<file path="src/rtl/nor_arb_pkg.sv">
// Shared encodings and defaults for the shared NOR arbiter.
package nor_arb_pkg;

  localparam int unsigned NReqDefault = 4;
  localparam int unsigned WDefault    = 1;

  typedef enum logic [1:0] {
    StIdle = 2'd0,
    StBusy = 2'd1,
    StAck  = 2'd2
  } state_e;

endpackage

</file>
<file path="src/rtl/rr_pick.sv">
// Combinational round-robin picker: first set request at or after ptr_i, wrapping.
module rr_pick #(
  parameter int unsigned N_REQ = 4,
  parameter int unsigned IdxW  = 2
) (
  input  logic [N_REQ-1:0] req_i,
  input  logic [IdxW-1:0]  ptr_i,
  output logic [N_REQ-1:0] win_oh_o,
  output logic [IdxW-1:0]  win_idx_o
);

  logic            found;
  logic [IdxW-1:0] cand;

  always_comb begin
    win_oh_o  = '0;
    win_idx_o = '0;
    found     = 1'b0;
    cand      = '0;
    for (int unsigned off = 0; off < N_REQ; off++) begin
      cand = IdxW'((32'(ptr_i) + off) % N_REQ);
      if (!found && req_i[cand]) begin
        found           = 1'b1;
        win_oh_o[cand]  = 1'b1;
        win_idx_o       = cand;
      end
    end
  end

endmodule

</file>
<file path="src/rtl/nor_share_arb.sv">
// N requesters share one registered NOR unit; round-robin grant, 3-cycle transaction.
module nor_share_arb
  import nor_arb_pkg::*;
#(
  parameter int unsigned N_REQ = NReqDefault,
  parameter int unsigned W     = WDefault
) (
  input  logic               clk,
  input  logic               rst,
  input  logic [N_REQ-1:0]   req,
  input  logic [N_REQ*W-1:0] op_a,
  input  logic [N_REQ*W-1:0] op_b,
  output logic [N_REQ-1:0]   gnt,
  output logic [N_REQ-1:0]   ack,
  output logic [W-1:0]       y,
  output logic               busy
);

  localparam int unsigned IdxW = (N_REQ > 1) ? $clog2(N_REQ) : 1;

  state_e           state_q, state_d;
  logic [IdxW-1:0]  ptr_q, ptr_d;
  logic [IdxW-1:0]  idx_q, idx_d;
  logic [N_REQ-1:0] gnt_q, gnt_d;
  logic [N_REQ-1:0] ack_q, ack_d;
  logic [W-1:0]     y_q, y_d;
  logic [W-1:0]     a_q, a_d;
  logic [W-1:0]     b_q, b_d;

  logic [N_REQ-1:0] win_oh;
  logic [IdxW-1:0]  win_idx;
  logic [W-1:0]     sel_a, sel_b;

  rr_pick #(
    .N_REQ (N_REQ),
    .IdxW  (IdxW)
  ) u_rr_pick (
    .req_i     (req),
    .ptr_i     (ptr_q),
    .win_oh_o  (win_oh),
    .win_idx_o (win_idx)
  );

  // One-hot mux of the winner's operand slices.
  always_comb begin
    sel_a = '0;
    sel_b = '0;
    for (int unsigned i = 0; i < N_REQ; i++) begin
      if (win_oh[i]) begin
        sel_a = op_a[i*W +: W];
        sel_b = op_b[i*W +: W];
      end
    end
  end

  always_comb begin
    state_d = state_q;
    ptr_d   = ptr_q;
    idx_d   = idx_q;
    gnt_d   = gnt_q;
    ack_d   = ack_q;
    y_d     = y_q;
    a_d     = a_q;
    b_d     = b_q;
    case (state_q)
      StIdle: begin
        gnt_d = '0;
        ack_d = '0;
        y_d   = '0;
        if (|req) begin
          gnt_d   = win_oh;
          idx_d   = win_idx;
          a_d     = sel_a;
          b_d     = sel_b;
          state_d = StBusy;
        end
      end
      StBusy: begin
        y_d     = ~(a_q | b_q);
        ack_d   = gnt_q;
        state_d = StAck;
      end
      StAck: begin
        gnt_d   = '0;
        ack_d   = '0;
        y_d     = '0;
        ptr_d   = (idx_q == IdxW'(N_REQ - 1)) ? '0 : idx_q + IdxW'(1);
        state_d = StIdle;
      end
      default: begin
        gnt_d   = '0;
        ack_d   = '0;
        y_d     = '0;
        state_d = StIdle;
      end
    endcase
  end

  always_ff @(posedge clk) begin
    if (rst) begin
      state_q <= StIdle;
      ptr_q   <= '0;
      idx_q   <= '0;
      gnt_q   <= '0;
      ack_q   <= '0;
      y_q     <= '0;
      a_q     <= '0;
      b_q     <= '0;
    end else begin
      state_q <= state_d;
      ptr_q   <= ptr_d;
      idx_q   <= idx_d;
      gnt_q   <= gnt_d;
      ack_q   <= ack_d;
      y_q     <= y_d;
      a_q     <= a_d;
      b_q     <= b_d;
    end
  end

  assign gnt  = gnt_q;
  assign ack  = ack_q;
  assign y    = y_q;
  assign busy = (state_q != StIdle);

endmodule

</file>
<file path="config.mk">
export PLATFORM = sky130hd
export DESIGN_NAME = nor_share_arb
export DESIGN_NICKNAME = d
export VERILOG_FILES = /design/src/rtl/nor_arb_pkg.sv /design/src/rtl/rr_pick.sv /design/src/rtl/nor_share_arb.sv
export SDC_FILE = /design/constraint.sdc
export NUM_CORES = 1
export LEC_CHECK = 0
export CAP_MARGIN = 15
export CORE_MARGIN = 2
export CORE_UTILIZATION = 30
export CTS_CLUSTER_DIAMETER = 50
export DETAILED_ROUTE_END_ITERATION = 8
export PLACE_DENSITY = 0.53
export SLEW_MARGIN = 20
export SYNTH_ARGS = -nofsm -noshare
export SYNTH_HDL_FRONTEND = slang
export SYNTH_SLANG_ARGS = --single-unit
</file>
<file path="constraint.sdc">
create_clock -name clk -period 2.9 [get_ports clk]
set_input_delay 0.725 -clock clk [delete_from_list [all_inputs] [get_ports clk]]
set_output_delay 0.725 -clock clk [all_outputs]
set_load 0.02 [all_outputs]
</file>
==> summary.txt <==
Setup path
  • Worst EP required: 3.08 ns
  • CP startpoint kind: input port
  • Crit end category: flip-flop
  • WP data arrival: 2.85 ns
  • Crit path max fanout: 8
  • Critical path class: in2reg

STA
  • Tmin final: 2.67 ns
  • Worst-Margin Slew: 0.650 ns
  • FMAX: 0.374 GHz
  • Max_slew headroom: 56.5%
  • Fin Clk Skew: 0.00370 ns
  • Post-Route Setup TNS: 0 ns
  • Final Hold Viols: 0
  • Worst hold slack: 0.451 ns
  • Final period util: 92.1%
  • Final Setup Violations: 0
  • Unrepaired setup endpoints after global routing: no
  • Max-slew violation total from the final report: 0

GRT
  • Total global routing track utilization: 14.9%
  • Global-route wire length before repair: 5910 um
  • Vias in the first global route: 1246
  • Maximum number of pins on one net before global-route repair: 24
  • Initial antenna violation count: 0
  • GRT overflow: 0

Final layout
  • Commonest non-fill, non-tap cells in the layout: clkdlybuf4s50_1, nor2_1, buf_4, dfxtp_1
  • Final nets: 208
  • Share of layout cells above drive strength 1: 18.9%
  • Multi-input gate area: 866 um2
  • FF/Latch Area: 340 um2
  • # diodes: 0
  • Synth-to-Final Area Change: 33.7%
  • Final core occ: 42.3%
  • Commonest non-fill, non-tap cell in the layout: clkdlybuf4s50_1
  • Fill cells: 411

Power and ir drop
  • VDD IR max: 0.000129 V
  • Pwr Density: 421 nW/um2
  • Total power: 0.000723 W
  • Leak pwr: 0.695 nW

Floorplanning
  • Total die area: 4820 um2
  • Die Height: 69.4 um
  • Core area: 4060 um2
  • # IOs: 24
  • Die W: 69.4 um
  • Initial cell density of the core: 31.6%
  • FP Rows: 23

Drt
  • Drt first pass iters: 4
  • DRC: 0
  • Via density: 5.24
  • Avg WL per Cell: 14.4 um
  • WL final: 3380 um
  • Starting DRT DRC Count: 69
  • Final ANT Viol Nets: 0
  • Vias: 1232

Outcome
  • Status: finished, final reports clean

Synthesis
  • EDFF count, synth: 0
  • Register area share after synthesis: 26.5%
  • Netlist cell types: 41
  • Main flop type after synthesis: dfxtp_1
  • Avg Cell Area, Syn: 8.67 um2
  • Top cell type's share of synthesized area: 26.5%
  • Syn nets: 170
  • Mapped Cells: 148
  • Yosys reg bits: 17
  • Cell taking the most area after synthesis: dfxtp_1
  • Yosys warnings: 0
  • Post-synthesis cell area: 1280 um2
  • Ys async rst share: 0%
  • Synth top area cells: dfxtp_1, ha_1, nor2_1

Clock tree
  • CTS Buf Count: 3
  • Clock root cell: clkbuf_8
  • Post-CTS setup buffer count: 0
  • CTS sink count: 17
  • # resized after CTS: 0
  • H-tree levels: 1
  • CTS Hold Bufs: 0
  • Clock-pin slew on the worst setup and hold paths: 0.07 ns
  • Max clock buf depth: 2
  • CTS tree: yes
  • Clk_lat worst skew: 0.25 ns

Placement
  • PortBufs: 23
  • Gpl congestion: 0.821
  • Dpl hpwl: 2600 um

Run
  • Max-cap viol count: 0

Min path
  • Worst hold-check path type: reg2reg
==> sequential cells by signal, indices dropped and copies added, names as in the netlist <==
name and flops:
gnt 4, idx_q 2, a_q 1, b_q 1, state_q 2, ack 4
y 1, ptr_q 2
==> per-stage QoR <==
step	cell area (um2)	std cells	setup WS (ns)
floorplan	1280	148	0.297
finish	1720	235	0.229
CTS	1720	235	0.215
global placement	1670	231	-0.0209
detailed placement	1670	231	-0.0397
global route	1720	235	0.0772
==> worst max-delay path, stage by stage <==
cell and delay [ns]:
clkdlybuf4s50_1 0.56, mux4_2 0.62, nand3b_1 0.20, a2bb2oi_1 0.24
a21o_1 0.17, a22oi_1 0.11, a211oi_2 0.22
==> routing by layer <==
metal  up-vias  routed length [um]  global-route usage, %  share of wire (%)
li1        621                   -                      -                  -
met5         -                   0                      0                  0
met1       577                1600                   18.8                 47
met2        29                1610                   26.1                 48
met4         0                  32                   3.27               0.95
met3         5                 135                   2.91                4.0
==> layout make-up <==
type | instances | area share [%]
Sequential cell | 17 | 19.8
Multi-Input combinational cell | 114 | 50.4
Clock buffer | 4 | 2.62
Inverter | 8 | 1.75
Timing Repair Buffer | 42 | 21.7
Tap cell | 50 | 3.64
==> cells in the mapped netlist (3+ instances only) <==
library cell / number
inv_1: 8
nor3b_1: 5
ha_1: 8
nor3_1: 4
dfxtp_1: 17
buf_2: 5
nor2b_1: 6
o21ai_0: 3
nand2_1: 4
and2_1: 3
mux4_2: 3
o2bb2ai_1: 3
a211oi_1: 3
o31ai_1: 3
mux2i_1: 5
a21o_1: 4
a21oi_1: 8
nor2_1: 22
clkbuf_1: 3
a22oi_1: 5
==> report_power, final <==
| part | internal [W] | switching, W | total (W) |
|---|---|---|---|
| Combinational | 0.000138 | 0.000143 | 0.000281 |
| Clock | 0.0000975 | 0.0000788 | 0.000176 |
| Sequential | 0.000255 | 0.0000111 | 0.000266 |
==> path summary, 6_finish.rpt <==
kind / startpoint / endpoint / slack (ns) / cells past startpoint
setup / recovery: req[2] / a_q / 0.23 / 7
hold / removal: b_q / y / 0.45 / 1
hold reg to reg: b_q / y / 0.45 / 1
setup reg to reg: ptr_q[0] / a_q / 0.49 / 8
==> kinds of logic after synthesis <==
family	share of synthesized area [%]
AOI/OAI and AO/OA	25.8
adders and majority gates	7.80
buffers and inverters	6.04
DFF	26.5
muxes	13.0
and+or+nand+nor	20.9
Power figures use the tool's default switching activity.
